### src/rtl/rt_pkg.sv
// rt_pkg: shared state encoding, LFSR taps and BCD helpers for the reaction timer
// Contents:
//   state_t        FSM encoding IDLE/ARM/GO/DONE
//   LFSR_TAP_MASK  feedback taps of the 16-bit Fibonacci LFSR (bits 15,14,12,3)
//   BCD_MAX        saturation value of the 4-digit BCD result
//   lfsr_next      one shift-left step of the LFSR
//   bcd_inc        4-digit BCD increment with ripple carry
package rt_pkg;

    typedef enum logic [1:0] {
        IDLE = 2'd0,
        ARM  = 2'd1,
        GO   = 2'd2,
        DONE = 2'd3
    } state_t;

    localparam logic [15:0] LFSR_TAP_MASK = 16'hD008;
    localparam logic [15:0] BCD_MAX       = 16'h9999;

    function automatic logic [15:0] lfsr_next(input logic [15:0] l);
        return {l[14:0], ^(l & LFSR_TAP_MASK)};
    endfunction

    function automatic logic [15:0] bcd_inc(input logic [15:0] v);
        logic [15:0] r;
        logic        c;
        r = v;
        c = 1'b1;
        for (int i = 0; i < 4; i++) begin
            if (c) begin
                if (v[i*4 +: 4] == 4'd9) begin
                    r[i*4 +: 4] = 4'd0;
                end else begin
                    r[i*4 +: 4] = v[i*4 +: 4] + 4'd1;
                    c = 1'b0;
                end
            end
        end
        return r;
    endfunction

endpackage

### src/rtl/btn_debounce.sv
// btn_debounce: synchronise and debounce an active-low push-button into a single press pulse
// Ports:
//   clk    in   system clock
//   rst_n  in   synchronous reset, active-low; debounced level returns to released
//   btn_n  in   raw asynchronous, bouncy button, active-low
//   press  out  1-cycle pulse on each debounced press (release produces nothing)
module btn_debounce #(
    parameter int DEBOUNCE_CYC = 270_000
) (
    input  logic clk,
    input  logic rst_n,
    input  logic btn_n,
    output logic press
);

    localparam int CW = $clog2(DEBOUNCE_CYC + 1);

    logic [1:0]    sync;
    logic          level;
    logic [CW-1:0] cnt;
    logic          settle;

    // cnt counts consecutive synchronised samples that disagree with the debounced level;
    // the level flips on the DEBOUNCE_CYC-th such sample
    assign settle = (sync[1] != level) && (cnt == CW'(DEBOUNCE_CYC - 1));

    always_ff @(posedge clk) begin
        if (!rst_n) begin
            sync  <= 2'b11;
            level <= 1'b1;
            cnt   <= '0;
            press <= 1'b0;
        end else begin
            sync  <= {sync[0], btn_n};
            press <= settle && !sync[1];
            if (sync[1] == level) begin
                cnt <= '0;
            end else if (settle) begin
                cnt   <= '0;
                level <= sync[1];
            end else begin
                cnt <= cnt + 1'b1;
            end
        end
    end

endmodule

### src/rtl/reaction_timer_core.sv
// reaction_timer_core: reaction-time game producing a 4-digit BCD millisecond result
// Ports:
//   clk           in   system clock, all logic on posedge
//   rst_n         in   synchronous reset, active-low
//   btn_n         in   raw push-button, active-low, asynchronous, bouncy
//   go_led        out  high while in GO
//   digits        out  BCD result, [3:0]=ones .. [15:12]=thousands
//   result_valid  out  high in DONE
//   foul          out  last attempt was an early press
//   timeout       out  last attempt saturated at 9999 ms
module reaction_timer_core
    import rt_pkg::*;
#(
    parameter int          CLK_HZ       = 27_000_000,
    parameter int          DEBOUNCE_CYC = 270_000,
    parameter int          MIN_DELAY_MS = 1000,
    parameter logic [15:0] LFSR_SEED    = 16'h1234
) (
    input  logic        clk,
    input  logic        rst_n,
    input  logic        btn_n,
    output logic        go_led,
    output logic [15:0] digits,
    output logic        result_valid,
    output logic        foul,
    output logic        timeout
);

    localparam int MS_CYC = CLK_HZ / 1000;
    localparam int PW     = $clog2(MS_CYC + 1);
    localparam int DW     = $clog2(MIN_DELAY_MS + 2048);

    state_t          state;
    state_t          state_nx;
    logic [15:0]     lfsr;
    logic [PW-1:0]   presc;
    logic [DW-1:0]   delay;
    logic            press;
    logic            tick;
    logic            arm_entry;

    btn_debounce #(.DEBOUNCE_CYC(DEBOUNCE_CYC)) u_deb (
        .clk   (clk),
        .rst_n (rst_n),
        .btn_n (btn_n),
        .press (press)
    );

    assign tick         = presc == PW'(MS_CYC - 1);
    assign arm_entry    = (state_nx == ARM) && (state != ARM);
    assign go_led       = state == GO;
    assign result_valid = state == DONE;

    // press has priority over any tick in the same cycle, both in ARM (foul) and in GO (freeze)
    always_comb begin
        state_nx = state;
        case (state)
            IDLE:    if (press) state_nx = ARM;
            ARM:     if (press) state_nx = DONE;
                     else if (tick && delay == DW'(1)) state_nx = GO;
            GO:      if (press || (tick && digits == BCD_MAX)) state_nx = DONE;
            DONE:    if (press) state_nx = ARM;
            default: state_nx = IDLE;
        endcase
    end

    always_ff @(posedge clk) begin
        if (!rst_n) begin
            state   <= IDLE;
            lfsr    <= LFSR_SEED;
            presc   <= '0;
            delay   <= '0;
            digits  <= '0;
            foul    <= 1'b0;
            timeout <= 1'b0;
        end else begin
            state <= state_nx;
            lfsr  <= lfsr_next(lfsr);
            // restarting on every state change makes the first tick land exactly MS_CYC cycles in
            presc <= (state_nx != state || tick) ? '0 : presc + 1'b1;
            if (arm_entry) begin
                delay   <= DW'(MIN_DELAY_MS) + DW'(lfsr[10:0]);
                digits  <= '0;
                foul    <= 1'b0;
                timeout <= 1'b0;
            end else if (state == ARM) begin
                if (press) foul <= 1'b1;
                else if (tick) delay <= delay - 1'b1;
            end else if (state == GO && !press && tick) begin
                if (digits == BCD_MAX) timeout <= 1'b1;
                else digits <= bcd_inc(digits);
            end
        end
    end

endmodule

### config.mk
export PLATFORM = sky130hd
export DESIGN_NAME = reaction_timer_core
export DESIGN_NICKNAME = d
export VERILOG_FILES = /design/src/rtl/rt_pkg.sv /design/src/rtl/btn_debounce.sv /design/src/rtl/reaction_timer_core.sv
export SDC_FILE = /design/constraint.sdc
export NUM_CORES = 1
export LEC_CHECK = 0
export ABC_AREA = 1
export CAP_MARGIN = 20
export CORE_MARGIN = 2
export CORE_UTILIZATION = 64
export DETAILED_ROUTE_END_ITERATION = 16
export PLACE_DENSITY = 0.84
export SYNTH_ARGS = -nofsm -noshare
export SYNTH_HDL_FRONTEND = slang
export SYNTH_SLANG_ARGS = --single-unit
### constraint.sdc
create_clock -name clk -period 5.4 [get_ports clk]
set_input_delay 0.81 -clock clk [delete_from_list [all_inputs] [get_ports clk]]
set_output_delay 0.81 -clock clk [all_outputs]
set_load 0.005 [all_outputs]
==> results.json, run 1 <==
{
  "synthesis.nets": 618,
  "synth_top_area_share": 0.3917,
  "drtIter0Drc": 138,
  "seq_area_sq_um": 1722,
  "numCtsBuffers": 9,
  "grt_max_degree": 24,
  "root_buffer": "clkbuf_8",
  "slew_violations": 0,
  "yosys_most_used_dff": "dfxtp_1",
  "synth-seq-area-share": 0.3917,
  "place_congestion": 0.9155,
  "rows": 30,
  "yosysMostFrequentCell": "nand2_1",
  "max_freq_ghz": 0.3301,
  "yosysWarnings": 0,
  "cp-start-kind": "primary input",
  "synth_area_leaders": "dfxtp_1 39%, nand2_1 9.1%, inv_1 7.4%, nor2_1 6.7%, xor2_1 6.0%",
  "r2r_slack_ns": 2.91,
  "avgViaCountPerCell": 5.404,
  "endpoint_kind": "register",
  "areaGrowthSynthToFinish_pct": 11.36,
  "synth.cell_area_sq_um": 4395,
  "overflow": 0,
  "synth_fa_ha_area_frac": 0.02277,
  "grt_use_total": 0.2495,
  "top_layer": "met4",
  "reg2regPathDepth": 8,
  "ys_seq_elements": 86,
  "drv_cap": 0,
  "avgSynthCellArea_sq_um": 7.241,
  "dieArea_sq_um": 7546,
  "htreeDepth": 3,
  "core_sq_um": 6719,
  "synth_edf_count": 0,
  "fillCellCount": 536,
  "io_buffers": 22,
  "dpl.cell_count": 701,
  "finalSetupTns_ns": 0,
  "vias": 3875,
  "synth_cell_type_count": 34,
  "rsz0062_at_grt": "false",
  "cts_tree": "done",
  "wl_met1_microns": 3866,
  "wl_met3_microns": 377,
  "ios": 23,
  "post-route-drc-count": 0,
  "met2_length_microns": 4226,
  "finalHoldViolCount": 0,
  "ys_top_cells_by_count": "106 x nand2_1, 87 x inv_1, 86 x dfxtp_1, 79 x nor2_1, 43 x nand3_1",
  "min_period_over_period": 0.5611,
  "firstDrtPassIters": 4,
  "multi_input_area_sq_um": 2267,
  "cts_max_path_buffers": 2,
  "ant_nets": 0,
  "power_per_cell_area_nw_per_um2": 289.1,
  "path_max_fanout": 23,
  "drive_gt1_frac": 0.08791,
  "cts_sinks": 86,
  "synth_area_leader_cell": "dfxtp_1",
  "max_slew_margin": 0.5074,
  "worstSetupPathType": "in2reg",
  "routed_wl_microns": 8611,
  "synth_top_family_by_area": "simple AND/OR/NAND/NOR gates",
  "min-delay-path-class": "reg2reg",
  "synth_xor_area_frac": 0.07572,
  "slowest_stage": "clkdlybuf4s50_1",
  "final_util": 0.7285,
  "holdBufCountCts": 0,
  "crit_required_ns": 5.68,
  "grt_pass1_vias": 3643,
  "finClkSkew_ns": 0.005891,
  "holdPathStages": 1,
  "synth_compound_area_frac": 0.08056,
  "yosys.area_share.simple": 0.3367,
  "fin_ws_ns": 2.370,
  "dp_slack_ns": 1.981,
  "cts_resized": 0,
  "wl_per_cell_microns": 12.01,
  "antenna_cells": 0,
  "die_h_microns": 86.87,
  "worstPathArrival_ns": 3.31,
  "status": "complete, no violations",
  "antenna_found_initial": 0,
  "clk_pin_slew_ns": 0.09,
  "setup_violations": 0,
  "tightest_slew_ns": 0.7366,
  "path_buf_inv": 2,
  "peakVddDrop_mv": 0.2459,
  "p_leak_nw": 1.903,
  "clk-insertion-delay-late_ns": 0.36,
  "cp_top_family": "buffers and inverters",
  "grt_first_pass_wirelength_microns": 15310,
  "die_w_microns": 86.87,
  "fin_nets": 643,
  "instances_no_fill": 717,
  "synthCells": 607,
  "cpPeakStageDelay_ns": 0.95,
  "postCtsSetupRepairBufs": 0,
  "place_hpwl_microns": 6260,
  "fin_crit_ns": 3.030,
  "worstPathCellList": "clkdlybuf4s50_1 -> inv_1 -> a211oi_1 -> nand4_4 -> a21oi_1",
  "synth.mux.area_fraction": 0,
  "cp.depth": 5,
  "synth-async-reset-ratio": 0,
  "start_util": 0.6542
}
## stage by stage
step	area, sq um	power (mW)	hold WS (ns)
after floorplan	4395	0.8784	0.3905
final	4895	1.415	0.4165
after global routing	4895	1.482	0.4403
after global placement	4666	0.9028	0.3945
after detailed placement	4666	0.9102	0.3981
after CTS	4895	1.423	0.4201
## state kept, by name, summed over array words and instances (netlist names)
name / cells
timeout: 1
u_deb.level: 1
u_deb.press: 1
presc: 15
u_deb.cnt: 19
delay: 12
u_deb.sync: 2
foul: 1
lfsr: 16
digits: 16
state: 2
## worst paths after layout
kind                     to  startpoint
hold / removal     lfsr[12]    lfsr[11]
hold reg to reg    lfsr[12]    lfsr[11]
setup / recovery  presc[10]       rst_n
setup reg to reg  presc[10]    state[0]
## cell families after synthesis
group	Yosys count
buf+inv	103
xor+xnor	38
simple gates	309
compound gates	63
flops	86
fa+ha+maj	8
## report_power, final
part	switching, mW	internal [mW]	leakage [nW]
combinational	0.154	0.0706	1.09
sequential	0.0195	0.657	0.698
clock	0.238	0.277	0.118
## cell type report
class	instances	area share
repair buffers	22	0.04499
flip-flops and latches	86	0.3517
multi-input cells	418	0.4632
clock inverters	6	0.01866
well taps	80	0.02045
inverters	95	0.07285
clock buffers	10	0.02812
## placed cells by master, fill, tap and decap left out, drive strengths merged
cell type	netlist	routed
ha	8	8
nand4	26	26
clkinv	1	2
o21bai	4	4
a21oi	30	30
nor2	94	94
o21ai	26	26
bufinv	0	2
or2	7	7
nand2	111	111
nand3b	1	1
dfxtp	86	86
xnor2	8	8
nor4	5	5
inv	94	97
o31ai	1	1
a211oi	1	1
nor3	16	16
clkdlybuf4s50	0	22
a31oi	1	1
xor2	30	30
nand3	44	44
nor3b	5	5
clkbuf	4	10
## per-layer routing
layer,vias up,GRT usage
li1,1993,-
met5,-,0
met4,0,0.09233
met2,81,0.4296
met3,16,0.04834
met1,1785,0.3085
No activity file was read; power rests on OpenSTA's default activity.
==> inputs of run 2 (changes only) <==
--- a/config.mk
+++ b/config.mk
@@ -8,9 +8,9 @@
 export ABC_AREA = 1
 export CAP_MARGIN = 20
 export CORE_MARGIN = 2
-export CORE_UTILIZATION = 64
+export CORE_UTILIZATION = 54
 export DETAILED_ROUTE_END_ITERATION = 16
-export PLACE_DENSITY = 0.84
+export PLACE_DENSITY = 0.76
 export SYNTH_ARGS = -nofsm -noshare
 export SYNTH_HDL_FRONTEND = slang
 export SYNTH_SLANG_ARGS = --single-unit
==> constraint.sdc (replaced) <==
create_clock -name clk -period 2.45 [get_ports clk]
set_input_delay 0.3675 -clock clk [delete_from_list [all_inputs] [get_ports clk]]
set_output_delay 0.3675 -clock clk [all_outputs]
set_load 0.005 [all_outputs]
==> run 2 against run 1 <==
  * Setup slack worse by 2.2 ns
  * Count of clock-buffer cells in the layout increased by 3
  * Non-clock buffer count increased by 6
  * Final cell count is 3.9% higher
  * Final area up 1.2%
  * Register-to-register slack got worse by 2.7 ns
  * Critical endpoint is now delay[8]
  * Largest cell class unchanged
  * Highest routed layer unchanged
==> results.json, run 2 (synthesis results as in run 1) <==
{
  "status": "complete, no violations",
  "root_buffer": "clkbuf_8",
  "dp_slack_ns": 0.2216,
  "cp_common_cell": "inv_1",
  "dpl.cell_count": 729,
  "cp_top_family": "simple AND/OR/NAND/NOR gates",
  "setup_violations": 0,
  "fin_ws_ns": 0.1922,
  "path_max_fanout": 10,
  "instances_no_fill": 745,
  "cts_sinks": 86,
  "power_per_cell_area_nw_per_um2": 610.6,
  "stdcell_area_sq_um": 4954,
  "antenna_cells": 0,
  "max_slew_margin": 0.6135,
  "ios": 23,
  "path_buf_inv": 4,
  "ant_nets": 0,
  "tightest_slew_ns": 0.5784,
  "holdBufCountCts": 0,
  "cp-start-kind": "register",
  "worstPathArrival_ns": 2.51,
  "start_util": 0.5630,
  "io_buffers": 22,
  "areaGrowthSynthToFinish_pct": 12.70,
  "max_freq_ghz": 0.4429,
  "slew_violations": 0,
  "clk-insertion-delay-late_ns": 0.36,
  "clk_pin_slew_ns": 0.08,
  "grt_max_degree": 23,
  "wl_per_cell_microns": 11.70,
  "layout_commonest_cell": "nand2_1",
  "cts_max_path_buffers": 2,
  "grt_use_total": 0.2100,
  "firstDrtPassIters": 4,
  "rsz0062_at_grt": "false",
  "slowest_stage": "dfxtp_1",
  "reg.largest.list": "u_deb.cnt (19), digits (16), lfsr (16)",
  "worstSetupPathType": "reg2reg",
  "vias": 3816,
  "cts_tree": "done",
  "dieArea_sq_um": 8877,
  "die_h_microns": 94.22,
  "overflow": 0,
  "drv_cap": 0,
  "min_period_over_period": 0.9216,
  "die_w_microns": 94.22,
  "largest_register_ffs": 19,
  "cpPeakStageDelay_ns": 0.43,
  "peakVddDrop_mv": 0.4389,
  "rows": 32,
  "final_cell_mix": "106 x nand2_1, 87 x inv_1, 86 x dfxtp_1",
  "core_sq_um": 7807,
  "finClkSkew_ns": 0.005917,
  "power_mw": 3.025,
  "avgViaCountPerCell": 5.122,
  "antenna_found_initial": 0,
  "p_leak_nw": 1.915,
  "fillCellCount": 718,
  "crit_required_ns": 2.70,
  "finalHoldViolCount": 0,
  "drive_gt1_frac": 0.09487,
  "place_congestion": 0.8466,
  "worstPathCellList": "inv_1 -> ha_1 -> inv_1 -> nand3_1 -> inv_1 -> nand3_4 -> nand2_1 -> inv_1 -> nor2_1 -> nor2_1",
  "postPlaceCellArea_sq_um": 4738,
  "drtIter0Drc": 186,
  "grt_pass1_vias": 3519,
  "fin_nets": 649,
  "fin_crit_ns": 2.258,
  "endpoint_kind": "register",
  "min-delay-path-class": "reg2reg",
  "routed_wl_microns": 8720,
  "htreeDepth": 3,
  "numCtsBuffers": 9,
  "place_hpwl_microns": 6316,
  "post-route-drc-count": 0,
  "finalSetupTns_ns": 0,
  "largest_register": "u_deb.cnt",
  "grt_first_pass_wirelength_microns": 15020
}
run 2: path summary, 6_finish.rpt:
kind | from | end | slack (ns) | depth (start not counted)
min | lfsr[11] | lfsr[12] | 0.42 | 1
min reg2reg | lfsr[11] | lfsr[12] | 0.42 | 1
max reg2reg | state[1] | delay[8] | 0.19 | 10
max | state[1] | delay[8] | 0.19 | 10
run 2: layer usage:
metal,wire (microns),global-route usage,vias to the layer above
met4,117,0.08816,0
met2,4127,0.3542,70
met3,342,0.04173,12
met1,4133,0.2608,1731
li1,-,-,2003
met5,0,0,-
run 2: per-stage QoR:
stage / utilization / hold slack [ns]
finish: 0.6345 / 0.4192
global route: 0.6345 / 0.4371
CTS: 0.6327 / 0.4212
detailed placement: 0.6069 / 0.4019
global placement: 0.6069 / 0.3936
floorplan: - / 0.3905
run 2: cell type report:
cell class,count,area [sq um],share of cell area
Multi-Input combinational cell,418,2277,0.4597
Sequential cell,86,1722,0.3476
Inverter,95,356.6,0.07199
Timing Repair Buffer,28,269.0,0.05431
Clock buffer,13,158.9,0.03208
Tap cell,102,127.6,0.02576
Clock inverter,3,42.54,0.008588
run 2: where the power goes:
group	total, mW	switching [mW]	internal (mW)
registers	1.49	0.0419	1.45
logic	0.522	0.344	0.178
clock network	1.01	0.487	0.526
run 2: what timing repair did:
item,in CTS,in global routing
setup endpoints to repair,0,5
setup buffers,0,0
gates resized for setup,0,3
==> variant 1 (config.mk and constraints of run 2) <==
`MIN_DELAY_MS`: 1000 -> 2000.
--- a/src/rtl/reaction_timer_core.sv
+++ b/src/rtl/reaction_timer_core.sv
@@ -15,3 +15,3 @@
     parameter int          DEBOUNCE_CYC = 270_000,
-    parameter int          MIN_DELAY_MS = 1000,
+    parameter int          MIN_DELAY_MS = 2000,
     parameter logic [15:0] LFSR_SEED    = 16'h1234
Check against the original RTL: same outputs for any inputs over 10 cycles, from zero or initial values and one cycle with rst_n low; that may be too few to reach the edited logic, so the function may still have changed.
==> variant 1 against run 2 <==
  * Design area is 0.13% higher
  * Clock power grew 4%
  * Total power is 3.1% lower
  * Largest cell class unchanged
  * Critical path depth shrank 2
  * Area after synthesis is 0.28% higher
  * Sequential cell count is the same
  * Sequential share of layout area barely moved
  * Via count rose by 0.60%
  * Utilization grew 0.080 points
  * Clock skew rose by 5.5 ps
  * Setup slack improved by 5.2 ps
  * Combinational power down 24%
  * Wire length is 1.9% higher
==> variant 1: results (changes against run 2) <==
Top post-synthesis cells by count: nand2_1, dfxtp_1, nor2_1 (was nand2_1, inv_1, dfxtp_1). The via count normalized by instance count is 5.10 (was 5.12). The XOR/XNOR share of the synthesized area is 6.95% (was 7.57%). The synthesized-area fraction occupied by ao, oa, aoi and oai cells is 8.37% (was 8.06%). The static power due to leakage came out at 0.00199 uW (was 0.00192 uW). The fraction of registers with async set or reset after synthesis came to 0% (unchanged).

The slowest library cell on the worst path is dfxtp_1 (unchanged). The first-pass iteration count of the detailed router is 5 (was 4). The placed standard-cell area is 4750 um^2 (was 4740 um^2).

The number of nets produced by synthesis is 627 (was 618). The total wire length after detailed routing came out at 8.88 mm (was 8.72 mm). The synthesized-area fraction occupied by adder cells is 2.27% (was 2.28%). The peak fanout along the critical path came out at 15 (was 10). The pin count of the biggest net entering global routing came to 19 (was 23). The worst max-slew margin expressed relative to the limit is 64.2% (was 61.4%). The HPWL reported at the end of detailed placement is 6.59 mm (was 6.32 mm). The ratio of cells with drive above 1 in the final layout is 11.2% (was 9.49%). The global-route wire length before repair is 15.6 mm (was 15.0 mm). The net total in the final layout is 657 (was 649). Result of the run: completed (unchanged). The share of the clock period used by the worst path after layout came out at 91.9% (was 92.2%). The clock root buffer was clkbuf_8 (unchanged).

The quantity of hold-fixing buffers added after cts came out at 0 (unchanged). The met2 global-route usage was 35.5% (was 35.4%). The first-iteration detailed-routing DRC count came out at 163 (was 186).

The final weighted congestion of routability-driven global placement was 0.866 (was 0.847). The total track usage is 21.5% (was 21.0%). The worst clock skew is 11.4 ps (was 5.92 ps). The number of buffers added by the clock tree synthesis step is 9 (unchanged). The maximum vdd ir drop was 415 uV (was 439 uV).

The via count of the first global-routing pass is 3677 (was 3519). The sequential fraction of the synthesis area came out at 39.1% (was 39.2%). The data required time of the critical path is 2730 ps (was 2700 ps). Cell types occupying the most area after synthesis: dfxtp_1, nand2_1, nor2_1, inv_1, nand3_1 (was dfxtp_1, nand2_1, inv_1, nor2_1, xor2_1). The distinct cell type count after synthesis is 38 (was 34).
[variant 1: cell count changes after synthesis, moves of 3 or more]
cell,run 2,this run
nor2_2,5,15
inv_1,87,77
nand4_1,25,15
nor3b_1,5,2
nor2_1,79,82
nand2_1,106,116
nor2_4,10,4
xor2_1,30,24
nand3_1,43,48
xnor2_1,8,11
[variant 1: layout make-up]
cell class / count / area [um^2]
Fill cell: 727 / 2850
Multi-Input combinational cell: 434 / 2310
Sequential cell: 86 / 1720
Inverter: 87 / 327
Timing Repair Buffer: 28 / 265
Clock buffer: 10 / 138
Tap cell: 102 / 128
Clock inverter: 6 / 75.1
[variant 1: path summary, 6_finish.rpt]
check | startpoint | to | slack, ps | depth (start not counted)
worst max-delay path | state[0] | presc[7] | 200 | 8
worst min-delay path | lfsr[11] | lfsr[12] | 430 | 1
worst max register to register | state[0] | presc[7] | 200 | 8
worst min register to register | lfsr[11] | lfsr[12] | 430 | 1
[variant 1: cell families after synthesis]
kind of cell / Yosys count
buffers and inverters: 96
adder cells (fa/ha/maj): 8
AND/OR/NAND/NOR: 326
AO/OA/AOI/OAI: 65
flip-flops: 86
XOR/XNOR: 35
[variant 1: power by group]
part | switching [uW] | total [uW] | internal (uW)
sequential | 40.6 | 1480 | 1440
clock | 531 | 1050 | 517
combinational | 263 | 397 | 134
total | 835 | 2930 | 2100
[variant 1: metrics by stage]
| stage | power (uW) | worst slack (ps) | std cells | utilization, % | hold WS (ps) |
|---|---|---|---|---|---|
| final | 2930 | 197 | 753 | 63.5 | 427 |
| after global routing | 3070 | 64.4 | 753 | 63.5 | 438 |
| after CTS | 2960 | 194 | 753 | 63.5 | 431 |
| after detailed placement | 1910 | 215 | 737 | 60.8 | 407 |
| after global placement | 1900 | 285 | 737 | 60.8 | 406 |
| after floorplan | 1840 | 539 | 616 | - | 390 |
[variant 1: routing by layer]
metal,wire [um],up-vias
met1,4220,1745
li1,-,2019
met3,358,8
met5,0,-
met2,4220,67
met4,87,0
[variant 1: worst reg2reg max path, stage by stage (launching register included)]
cell and delay [ps]:
dfxtp_1 420, inv_1 100, ha_1 310, nand3_1 80
nand3_1 180, inv_1 150, a211oi_1 370, nand4_4 340
a21oi_1 230
==> variant 2 (flow settings as in run 2) <==
Without the edit above. Put a register stage on the output `go_led`. The value now appears one clock later. The other outputs are not delayed to match.
--- a/src/rtl/reaction_timer_core.sv
+++ b/src/rtl/reaction_timer_core.sv
@@ -50,3 +50,5 @@
     assign arm_entry    = (state_nx == ARM) && (state != ARM);
-    assign go_led       = state == GO;
+    always_ff @(posedge clk) begin
+        go_led <= state == GO;
+    end
     assign result_valid = state == DONE;
Behaviour: no difference found for any inputs over 10 cycles, from zero or initial values and one cycle with rst_n low; that may be too few to reach the edited logic, so the function may still have changed.
==> variant 2 against run 2 <==
  * Wire length shrank 2.7%
  * Design area rose by 0.45%
  * Area after synthesis rose by 0.74%
  * Non-clock buffer count grew 1
  * Total power decreased by 1.4%
  * Sequential cell count grew 1
  * Highest routed layer unchanged
  * Setup slack improved by 79 ps
==> variant 2: results (changes against run 2) <==
The met3 layer usage reported by global route came to 4.31% (was 4.17%). The global-route wire length before repair is 14.7 mm (was 15.0 mm). The HPWL reported at the end of detailed placement was 6.17 mm (was 6.32 mm). The worst clock skew is 13.9 ps (was 5.92 ps). The post-layout instance count excluding filler cells came out at 755 (was 745). The final weighted congestion of routability-driven global placement came to 0.903 (was 0.847). The inverter count of the layout excluding clock inverters is 93 (was 95).

The met3 layer wire length in the routed design is 359 um (was 342 um). The wire length on met2 is 3.87 mm (was 4.13 mm). The last element of the critical path was presc[7] (was delay[8]).

The sequential fraction of the synthesis area is 39.3% (was 39.2%). The cell count after synthesis came to 614 (was 607). The routed length on met1 was 4.08 mm (was 4.13 mm).

The static power due to leakage is 0.00189 uW (was 0.00192 uW). The setup slack on the worst flop-to-flop path was 270 ps (was 190 ps). The fraction of standard cell area that is sequential is 35.0% (was 34.8%). The worst-case reg-to-reg path depth is 9 (was 10). The net total in the final layout came out at 656 (was 649). The first-pass iteration count of the detailed router came out at 4 (unchanged). The count of clock tree sinks is 87 (was 86).

The ratio of cells with drive above 1 in the final layout is 10.6% (was 9.49%). The maximum vdd ir drop was 357 uV (was 439 uV). The fraction of area in clock buffers and inverters came to 4.00% (was 4.07%). The cell internal power dissipation is 2110 uW (was 2150 uW). The sequential power came out at 1510 uW. The class of the tightest hold or removal check is reg2reg (unchanged). Result of the run: completed (unchanged).

The global-route track usage on met1 came out at 25.6% (was 26.1%). The total number of vias was 3827 (was 3816). The arrival time of data at the critical path endpoint was 2470 ps (was 2510 ps).

The placed cell count came to 737 (was 729). The first-iteration detailed-routing DRC count was 110 (was 186). The number of multi-input combinational cells in the layout came to 425 (was 418). The number of buffers added by the clock tree synthesis step is 9 (unchanged). The average instance area after synthesis is 7.21 um^2 (was 7.24 um^2).

The placed standard-cell area came out at 4760 um^2 (was 4740 um^2). The total track usage is 20.4% (was 21.0%). The startpoint of the most critical setup path is state[0] (was state[1]). The met2 global-route usage came out at 34.5% (was 35.4%). The fraction of area in non-clock buffers is 5.48% (was 5.43%). Top post-synthesis cells by count: nand2_1, dfxtp_1, inv_1 (was nand2_1, inv_1, dfxtp_1). The multi-input gate share of the layout cell area is 45.9% (was 46.0%).

The worst max-slew margin expressed relative to the limit came out at 61.9% (was 61.4%). The delay contributed by the slowest stage of the critical path came out at approximately 420 ps. The dominant delay contributor by cell family on the critical path is buffers and inverters (was simple AND/OR/NAND/NOR gates). The number of nets produced by synthesis was 625 (was 618). The number of inserted filler cells in the final layout is 749 (was 718).

The area growth from synthesis to final layout is 12.4% (was 12.7%). The sink of the worst hold path is lfsr[12] (unchanged). The peak fanout along the critical path was 9 (was 10). The via count of the first global-routing pass was 3511 (was 3519). Cell types occupying the most area after synthesis: dfxtp_1, nand2_1, inv_1, xor2_1, nor2_1 (was dfxtp_1, nand2_1, inv_1, nor2_1, xor2_1).
## variant 2: cell count changes after synthesis, sizes merged, moves of 2 or more
cell   change
nor2       -9
nand3      +2
a21oi      +9
o21ai      -3
nand2      +9
## variant 2: through the flow
| step | setup slack [ps] | total power, uW | hold WS, ps |
|---|---|---|---|
| floorplan | 507 | 1920 | 390 |
| detailed placement | 161 | 1990 | 405 |
| CTS | 142 | 2980 | 429 |
| global placement | 296 | 1970 | 399 |
| finish | 271 | 2980 | 426 |
| global route | 61.2 | 3140 | 439 |
## variant 2: cell families (layout without fill, tap and decap cells)
| group | after synthesis | in the layout | share of synthesized area, % |
|---|---|---|---|
| buffers and inverters | 102 | 138 | 9.13 |
| XOR/XNOR | 39 | 39 | 7.71 |
| adder cells (fa/ha/maj) | 8 | 8 | 2.26 |
| flip-flops | 87 | 87 | 39.3 |
| AND/OR/NAND/NOR | 310 | 310 | 33.3 |
| AO/OA/AOI/OAI | 68 | 68 | 8.25 |
